$ cat src/rtl/calculo_distancias.sv
// Distance engine: buffers one sample and computes its L1 distance to 10 ROM templates.
// Define SQUARED_DIST_EN to accumulate squared differences instead (one extra pipe stage).
module calculo_distancias #(
  parameter int unsigned N_FEAT = 64,
  parameter int unsigned FEAT_W = 8,
  parameter int unsigned ADDR_W = $clog2(10 * N_FEAT)
) (
  input  logic                  clk,
  input  logic                  reset_n,
  input  logic                  feat_valid,
  output logic                  feat_ready,
  input  logic [FEAT_W-1:0]     feat_data,
  input  logic                  feat_last,
  output logic [ADDR_W-1:0]     tmpl_addr,
  input  logic [FEAT_W-1:0]     tmpl_data,
  output logic [9:0][15:0]      v_diferenca,
  output logic                  flag,
  output logic                  busy
);

  localparam int unsigned NTmpl = 10;
  localparam int unsigned NAddr = NTmpl * N_FEAT;
  localparam int unsigned JIdxW = $clog2(N_FEAT);
  localparam int unsigned CntJW = $clog2(N_FEAT + 1);
`ifdef SQUARED_DIST_EN
  localparam int unsigned PipeLat = 3;
  localparam int unsigned DW      = 2 * FEAT_W + 2;
`else
  localparam int unsigned PipeLat = 2;
  localparam int unsigned DW      = FEAT_W;
`endif
  localparam int unsigned CalcLen = NAddr + PipeLat;
  localparam int unsigned CntW    = $clog2(CalcLen);
  localparam int unsigned SumW    = ((DW > 16) ? DW : 16) + 1;

  typedef enum logic [1:0] {StLoad, StCalc, StWrite, StDone} state_e;

  state_e state_q, state_d;

  logic                  xfer;
  logic                  issue;
  logic [CntW-1:0]       calc_cnt_q, calc_cnt_d;
  logic [ADDR_W-1:0]     addr_q, addr_d;
  logic [JIdxW-1:0]      j0_q, j0_d;
  logic [3:0]            k0_q, k0_d;

  logic [FEAT_W-1:0]     buf_q [N_FEAT];
  logic [CntJW-1:0]      fcnt_q;

  // Stage 1: ROM data for the address issued last cycle is on tmpl_data.
  logic                  s1_valid_q;
  logic [JIdxW-1:0]      s1_j_q;
  logic [3:0]            s1_k_q;
  logic signed [FEAT_W:0] diff;

  // Stage 2: per-feature difference registered.
  logic                  s2_valid_q;
  logic                  s2_first_q;
  logic [3:0]            s2_k_q;

  // Final stage feeding the accumulators.
  logic                  fin_valid;
  logic                  fin_first;
  logic [3:0]            fin_k;
  logic [DW-1:0]         fin_d;

  logic [15:0]           acc_q [NTmpl];
  logic [15:0]           acc_d [NTmpl];
  logic [SumW-1:0]       sum;
  logic [9:0][15:0]      v_dif_q;

  assign xfer  = feat_valid & feat_ready;
  assign issue = (state_q == StCalc) && (calc_cnt_q < CntW'(NAddr));

  // ---------------------------------------------------------------------------
  // FSM
  // ---------------------------------------------------------------------------
  always_ff @(posedge clk) begin
    if (!reset_n) begin
      state_q <= StLoad;
    end else begin
      state_q <= state_d;
    end
  end

  always_comb begin
    state_d = state_q;
    unique case (state_q)
      StLoad:  if (xfer && feat_last) state_d = StCalc;
      StCalc:  if (calc_cnt_q == CntW'(CalcLen - 1)) state_d = StWrite;
      StWrite: state_d = StDone;
      StDone:  state_d = StLoad;
      default: state_d = StLoad;
    endcase
  end

  always_comb begin
    feat_ready = 1'b0;
    busy       = 1'b0;
    flag       = 1'b0;
    unique case (state_q)
      StLoad:  feat_ready = 1'b1;
      StCalc:  busy = 1'b1;
      StWrite: busy = 1'b1;
      StDone: begin
        busy = 1'b1;
        flag = 1'b1;
      end
      default: feat_ready = 1'b0;
    endcase
  end

  // ---------------------------------------------------------------------------
  // Sample buffer: cleared after each sample so short samples read zeros.
  // ---------------------------------------------------------------------------
  always_ff @(posedge clk) begin
    if (!reset_n || state_q == StWrite) begin
      for (int i = 0; i < N_FEAT; i++) begin
        buf_q[i] <= '0;
      end
      fcnt_q <= '0;
    end else if (xfer && fcnt_q < CntJW'(N_FEAT)) begin
      buf_q[fcnt_q[JIdxW-1:0]] <= feat_data;
      fcnt_q                   <= fcnt_q + 1'b1;
    end
  end

  // ---------------------------------------------------------------------------
  // Address sequencer: addr = k*N_FEAT + j, tracked as separate j/k counters.
  // ---------------------------------------------------------------------------
  always_comb begin
    calc_cnt_d = '0;
    addr_d     = '0;
    j0_d       = '0;
    k0_d       = '0;
    if (state_q == StCalc) begin
      calc_cnt_d = calc_cnt_q + 1'b1;
      addr_d     = addr_q;
      j0_d       = j0_q;
      k0_d       = k0_q;
      if (issue && addr_q != ADDR_W'(NAddr - 1)) begin
        addr_d = addr_q + 1'b1;
        if (j0_q == JIdxW'(N_FEAT - 1)) begin
          j0_d = '0;
          k0_d = k0_q + 4'd1;
        end else begin
          j0_d = j0_q + 1'b1;
        end
      end
    end
  end

  always_ff @(posedge clk) begin
    if (!reset_n) begin
      calc_cnt_q <= '0;
      addr_q     <= '0;
      j0_q       <= '0;
      k0_q       <= '0;
    end else begin
      calc_cnt_q <= calc_cnt_d;
      addr_q     <= addr_d;
      j0_q       <= j0_d;
      k0_q       <= k0_d;
    end
  end

  assign tmpl_addr = addr_q;

  // ---------------------------------------------------------------------------
  // Difference pipeline
  // ---------------------------------------------------------------------------
  always_comb begin
    diff = $signed({1'b0, buf_q[s1_j_q]}) - $signed({1'b0, tmpl_data});
  end

  always_ff @(posedge clk) begin
    if (!reset_n) begin
      s1_valid_q <= 1'b0;
      s1_j_q     <= '0;
      s1_k_q     <= '0;
      s2_valid_q <= 1'b0;
      s2_first_q <= 1'b0;
      s2_k_q     <= '0;
    end else begin
      s1_valid_q <= issue;
      s1_j_q     <= j0_q;
      s1_k_q     <= k0_q;
      s2_valid_q <= s1_valid_q;
      s2_first_q <= (s1_j_q == '0);
      s2_k_q     <= s1_k_q;
    end
  end

`ifdef SQUARED_DIST_EN
  logic signed [FEAT_W:0] s2_diff_q;
  logic signed [DW-1:0]   diff_ext;
  logic signed [DW-1:0]   sq;
  logic                   s3_valid_q;
  logic                   s3_first_q;
  logic [3:0]             s3_k_q;
  logic [DW-1:0]          s3_d_q;

  always_comb begin
    diff_ext = DW'(s2_diff_q);
    sq       = diff_ext * diff_ext;
  end

  always_ff @(posedge clk) begin
    if (!reset_n) begin
      s2_diff_q  <= '0;
      s3_valid_q <= 1'b0;
      s3_first_q <= 1'b0;
      s3_k_q     <= '0;
      s3_d_q     <= '0;
    end else begin
      s2_diff_q  <= diff;
      s3_valid_q <= s2_valid_q;
      s3_first_q <= s2_first_q;
      s3_k_q     <= s2_k_q;
      s3_d_q     <= sq;
    end
  end

  assign fin_valid = s3_valid_q;
  assign fin_first = s3_first_q;
  assign fin_k     = s3_k_q;
  assign fin_d     = s3_d_q;
`else
  logic [DW-1:0] absd;
  logic [DW-1:0] s2_d_q;

  always_comb begin
    absd = diff[FEAT_W] ? FEAT_W'(-diff) : FEAT_W'(diff);
  end

  always_ff @(posedge clk) begin
    if (!reset_n) begin
      s2_d_q <= '0;
    end else begin
      s2_d_q <= absd;
    end
  end

  assign fin_valid = s2_valid_q;
  assign fin_first = s2_first_q;
  assign fin_k     = s2_k_q;
  assign fin_d     = s2_d_q;
`endif

  // ---------------------------------------------------------------------------
  // Saturating accumulators; the j=0 term restarts the template's sum.
  // ---------------------------------------------------------------------------
  always_comb begin
    acc_d = acc_q;
    sum   = '0;
    for (int k = 0; k < NTmpl; k++) begin
      if (fin_valid && fin_k == 4'(k)) begin
        sum      = (fin_first ? SumW'(0) : SumW'(acc_q[k])) + SumW'(fin_d);
        acc_d[k] = (sum > SumW'(16'hFFFF)) ? 16'hFFFF : sum[15:0];
      end
    end
  end

  always_ff @(posedge clk) begin
    if (!reset_n) begin
      for (int k = 0; k < NTmpl; k++) begin
        acc_q[k] <= '0;
      end
    end else begin
      acc_q <= acc_d;
    end
  end

  // Results are loaded all at once so the consumer never sees a mixed set.
  always_ff @(posedge clk) begin
    if (!reset_n) begin
      v_dif_q <= '0;
    end else if (state_q == StWrite) begin
      for (int k = 0; k < NTmpl; k++) begin
        v_dif_q[k] <= acc_q[k];
      end
    end
  end

  assign v_diferenca = v_dif_q;

endmodule

$ cat config.mk
export PLATFORM = sky130hd
export DESIGN_NAME = calculo_distancias
export DESIGN_NICKNAME = d
export VERILOG_FILES = /design/src/rtl/calculo_distancias.sv
export SDC_FILE = /design/constraint.sdc
export NUM_CORES = 2
export LEC_CHECK = 0
export CAP_MARGIN = 30
export CORE_AREA = 2 2 273 275
export DETAILED_ROUTE_END_ITERATION = 10
export DIE_AREA = 0 0 275 277
export DONT_BUFFER_PORTS = 1
export PLACE_DENSITY_LB_ADDON = 0.1
export SLEW_MARGIN = 20
export SYNTH_ARGS = -nofsm -noshare
export SYNTH_HDL_FRONTEND = slang
export SYNTH_SLANG_ARGS = --single-unit
$ cat constraint.sdc
create_clock -name clk -period 5.25 [get_ports clk]
set_clock_uncertainty 0.2 [all_clocks]
set_input_delay 1.05 -clock clk [delete_from_list [all_inputs] [get_ports clk]]
set_output_delay 1.05 -clock clk [all_outputs]
set_load 0.005 [all_outputs]
# --- Yosys cells after proc, flatten, opt, wreduce, memory -nomap -nowiden ---
# Memory sizes are Yosys's and may differ from the RTL's. A register that Yosys moved wholly into a read port is not among the register bits.
# Cells that the tools add are included.
word_totals:
  n_memories: 1
  out_inout_bits: 173
  ram_bits: 512
  romBits: 0
  input_bits: 20
  latch_bits: 0
  register_bits: 384
mem_list:
  columns: ["name", "words", "width", "read_ports", "rd_clocked_by_memory_dff", "write_ports", "line_no", "text"]
  rows:
  - ["buf_q", 64, 8, 1, 1, 64, "47", "logic [FEAT_W-1:0] buf_q [N_FEAT];"]
op_classes:
  n_mux: 37
  n_bitwise: 1
  div: 0
  order_cmp: 12
  multipliers: 0
  n_eq_ne: 17
  n_reduce_logical: 24
  shift: 0
  add_sub_neg: 17
ops:
  columns: ["op", "n"]
  rows:
  - ["2-to-1 mux 16 bit", 20]
  - ["adder 16 x 8 -> 17 bit", 10]
  - ["> comparator 17 x 16 -> 1 bit, second input constant", 10]
  - ["adder 10 x 1 -> 10 bit, second input constant", 2]
  - ["2-to-1 mux 6 bit", 3]
  - ["== test 4 x 3 -> 1 bit, second input constant", 4]
  - ["2-to-1 mux 8 bit", 2]
  - ["logical AND 1 bit", 14]
  - ["== test 10 bit, second input constant", 1]
  - ["< comparator 10 bit, second input constant", 1]
  - ["!= test 10 bit, second input constant", 1]
  - ["2-to-1 mux 1 bit", 9]
  - ["subtractor 8 x 8 -> 9 bit", 1]
  - ["== test 4 x 2 -> 1 bit, second input constant", 2]
  - ["== test 4 bit, second input constant", 2]
  - ["negation 8 bit", 1]
  - ["one-hot mux 2 bit (4 select lines)", 1]
  - ["OR reduction 8 bit", 1]
  - ["adder 7 x 1 -> 7 bit, second input constant", 1]
  - ["< comparator 7 bit, second input constant", 1]
  - ["adder 6 x 1 -> 6 bit, second input constant", 1]
  - ["== test 6 bit, second input constant", 1]
  - ["zero test 6 bit", 1]
  - ["AND reduction 2 bit", 3]
  - ["13 further kinds", 15]

# --- Logic depth before layout (Yosys ltp) ---
depth:
  depth_word: 9
  depth_mapped: 17
  depth_no_buf: 15

# --- Worst setup path before layout ---
# Ideal clock, no wire load.
synth_path:
  path_type: "register to register"
  startpoint: "register, netlist name s1_j_q[0]"
  endpoint: "register s2_d_q[2], in the netlist fin_d[2]"
  arrival_ps: 3897
  t_required_ps: 4935
  stages_incl_launch_ff: 18
  setup_ps: 115
  path_slack_ps: 1038
  cell_sequence: "dfxtp_1 > buf_2 > buf_6 > buf_6 > buf_4 > mux4_2 > a211oi_1 > a21oi_1 > a221oi_2 > ha_1 > inv_1 > fa_1 > a211oi_1 > o21a_1 > o21ai_0 > a21o_1 > or3_1 > and3_1"
synth_rtl:
  columns: ["element", "line_no", "text"]
  rows:
  - ["to (signal assigned)", "240", "s2_d_q <= absd;"]
  - ["to (decl)", "230", "logic [DW-1:0] s2_d_q;"]

==> impl_metrics.json <==
{
  "wire_per_inst_um": 23.3,
  "synth_area_um2": 43400,
  "vdd_drop_max_mv": 0.412,
  "clock_power_share_pct": 37.2,
  "final_common_cell": "and2_1",
  "comb_power_share_pct": 15.5,
  "relSlewSlack_pct": 30.5,
  "maxCapViolations": 0,
  "clock-root-buffer": "clkbuf_16",
  "grt_use_total_pct": 29.2,
  "row_count": 100,
  "port-buffer-count": 0,
  "finalHoldViolations": 0,
  "critical_path.endpoint_type": "flop",
  "crit_type": "reg -> reg",
  "synth_flop_cell": "edfxtp_1",
  "switching_power_uw": 4810,
  "htree_levels": 3,
  "hp-class": "reg -> reg",
  "rsz0062_at_grt": "no",
  "final_nets": 3883,
  "cts_tree": "built",
  "ys_ff_latch": 896,
  "dpl.hpwl_um": 74700,
  "slew_violations": 0,
  "fin_crit_ns": 4.87,
  "leakage_uw": 0.0175,
  "pre_cts_slack_ns": 0.329,
  "synth_top_area_share_pct": 35.4,
  "worstMarginPinSlew_ns": 1.04,
  "overflow": 0,
  "die_w_um": 275,
  "gpl.final_weighted_congestion": 0.923,
  "synth.yosys.warnings": 0,
  "clock_sinks": 896,
  "clk_pin_slew_worst_paths_ns": 0.06,
  "pin_count": 193,
  "register_area_um2": 23100,
  "final_cell_mix": "and2_1, edfxtp_1, dfxtp_1, nor2_1, o21ai_0",
  "drive_gt1_share_pct": 12.4,
  "start_kind": "flop",
  "synthArstFlopShare_pct": 0,
  "yosysSeqAreaShare_pct": 53.1,
  "antenna_left": 0,
  "power_density_nw_per_um2": 379,
  "cp.required_ns": 5.57,
  "viasPerCell": 6.24,
  "synth_top_area_cell": "edfxtp_1",
  "clk_latency_ns": 0.65,
  "holdBufCountCts": 0,
  "path_max_fanout": 15,
  "synth.area.top_cells": "edfxtp_1, dfxtp_1, mux4_2",
  "grt_pass1_wl_um": 172000,
  "netlist_instances": 3770,
  "fp.dieArea_um2": 76200,
  "drt_iter0_drc": 2978,
  "grt_max_degree": 153,
  "period_share_pct": 92.7,
  "synth.distinct_cells": 82,
  "core_um2": 73600,
  "tritoncts.num_buffers": 93,
  "p_seq_share_pct": 47.3,
  "num-fill-cells": 5548,
  "clockBufferDepth": 3,
  "antenna_found_initial": 3,
  "fmax_mhz": 205,
  "post_cts_buffers": 0,
  "die_y_um": 277,
  "areaGrowthSynthToFinish_pct": 10.1,
  "netSwitchingFraction_pct": 26.6,
  "synth.avg_cell_area_um2": 11.5,
  "worstPathArrival_ns": 5.19,
  "p_int_uw": 13300,
  "finalWorstSetupSlack_ns": 0.383,
  "drc": 0,
  "initial_core_util_pct": 59.0,
  "cts_resized": 0,
  "setup_viol": 0,
  "dr.pass1.iters": 5,
  "via_count": 29900,
  "status": "completed",
  "setup_tns_ns": 0,
  "drt_wl_total_um": 112000,
  "grt_pass1_vias": 29400,
  "multi_input_area_um2": 19200,
  "synth_edf_count": 512,
  "synth_nets": 3901
}
Yosys cell counts, types with 8 or more instances:
master and number:
a41oi_1 11, ha_1 100, and3_1 24, or3_1 18
mux2i_1 181, fa_1 11, nor2_1 349, nor2b_1 108
nand4_1 14, buf_1 35, o211ai_1 9, and2_1 538
or4_1 13, xor2_1 63, inv_1 56, a31o_2 8
xnor2_1 22, o221a_2 11, buf_2 22, a21o_1 34
nand2b_1 26, a211oi_1 47, nand3_1 46, o21a_1 37
nor4_1 14, edfxtp_1 512, clkbuf_1 166, dfxtp_1 384
a21oi_1 168, o21ai_0 208, nand2_1 124, nor3_1 45
a31oi_1 48, a22oi_1 10, nand3b_1 9, mux4_2 152
or2_2 12, o31ai_1 10
worst paths after layout:
kind / cells past startpoint / slack (ns) / from / to
worst min register to register: 1 / 0.23 / s1_k_q[3] / fin_k[3]
worst max-delay path: 14 / 0.38 / s1_j_q[0] / fin_d[2]
worst min-delay path: 1 / 0.23 / s1_k_q[3] / fin_k[3]
worst max register to register: 14 / 0.38 / s1_j_q[0] / fin_d[2]
power groups by stage:
stage                     Combinational (uW)  Clock, uW  Sequential (uW)
after floorplan                         2030          0             8460
after global placement                  2610          0             8700
after detailed placement                2760          0             8710
after CTS                               2780       6830             8560
after global routing                    3020       7090             8600
final                                   2810       6740             8560
stage by stage:
stage | util (%) | instance area [um2] | instances | hold slack [ns] | total power [uW]
global placement | 60.5 | 44500 | 4602 | 0.216 | 11300
finish | 65.0 | 47800 | 4795 | 0.229 | 18100
CTS | 64.9 | 47700 | 4784 | 0.231 | 18200
detailed placement | 60.7 | 44600 | 4616 | 0.218 | 11500
floorplan | - | 43400 | 3770 | 0.212 | 10500
global route | 65.0 | 47800 | 4794 | 0.245 | 18700
sequential cells by signal, summed over array words and instances, names as in the netlist:
signal and count:
calc_cnt_q 10, k0_q 4, fin_valid 1, fin_d 8
s1_k_q 4, tmpl_addr 10, buf_q 512, v_diferenca 160
fin_k 4, fin_first 1, s1_j_q 6, state_q 2
acc_q 160, fcnt_q 7, s1_valid_q 1, j0_q 6
layer usage:
layer / share of wire, % / GRT usage, % / vias up
met3: 7.5 / 5.14 / 247
met4: 4.0 / 11.4 / 4
li1: - / - / 13700
met2: 48 / 48.3 / 1289
met5: 0.029 / 0 / -
met1: 40 / 38.3 / 14600
cell type report:
type	count	area share, %
diodes	1	0.00523
well taps	969	2.54
flip-flops and latches	896	48.3
repair buffers	124	2.12
multi-input cells	2581	40.1
clock inverters	51	1.13
inverters	56	0.450
clock buffers	117	5.37
logic make-up after synthesis:
logic type,after synthesis,synth area share (%)
flip-flops,896,53.1
buffers and inverters,293,2.77
multiplexers,337,12.2
XOR/XNOR,85,1.71
AO/OA/AOI/OAI,674,9.79
adder cells (fa/ha/maj),111,3.39
AND/OR/NAND/NOR,1374,17.1
worst max-delay path, stage by stage (launching register included):
cell and delay [ns]:
dfxtp_4 0.64, buf_4 0.24, mux4_2 0.51, a211oi_1 0.51
a21oi_1 0.19, a221oi_2 0.30, ha_1 0.21, inv_1 0.05
fa_1 0.41, a211oi_1 0.32, o21a_1 0.21, o21ai_0 0.13
a21o_1 0.29, or3_1 0.37, and3_1 0.16
Power figures use the tool's default switching activity.
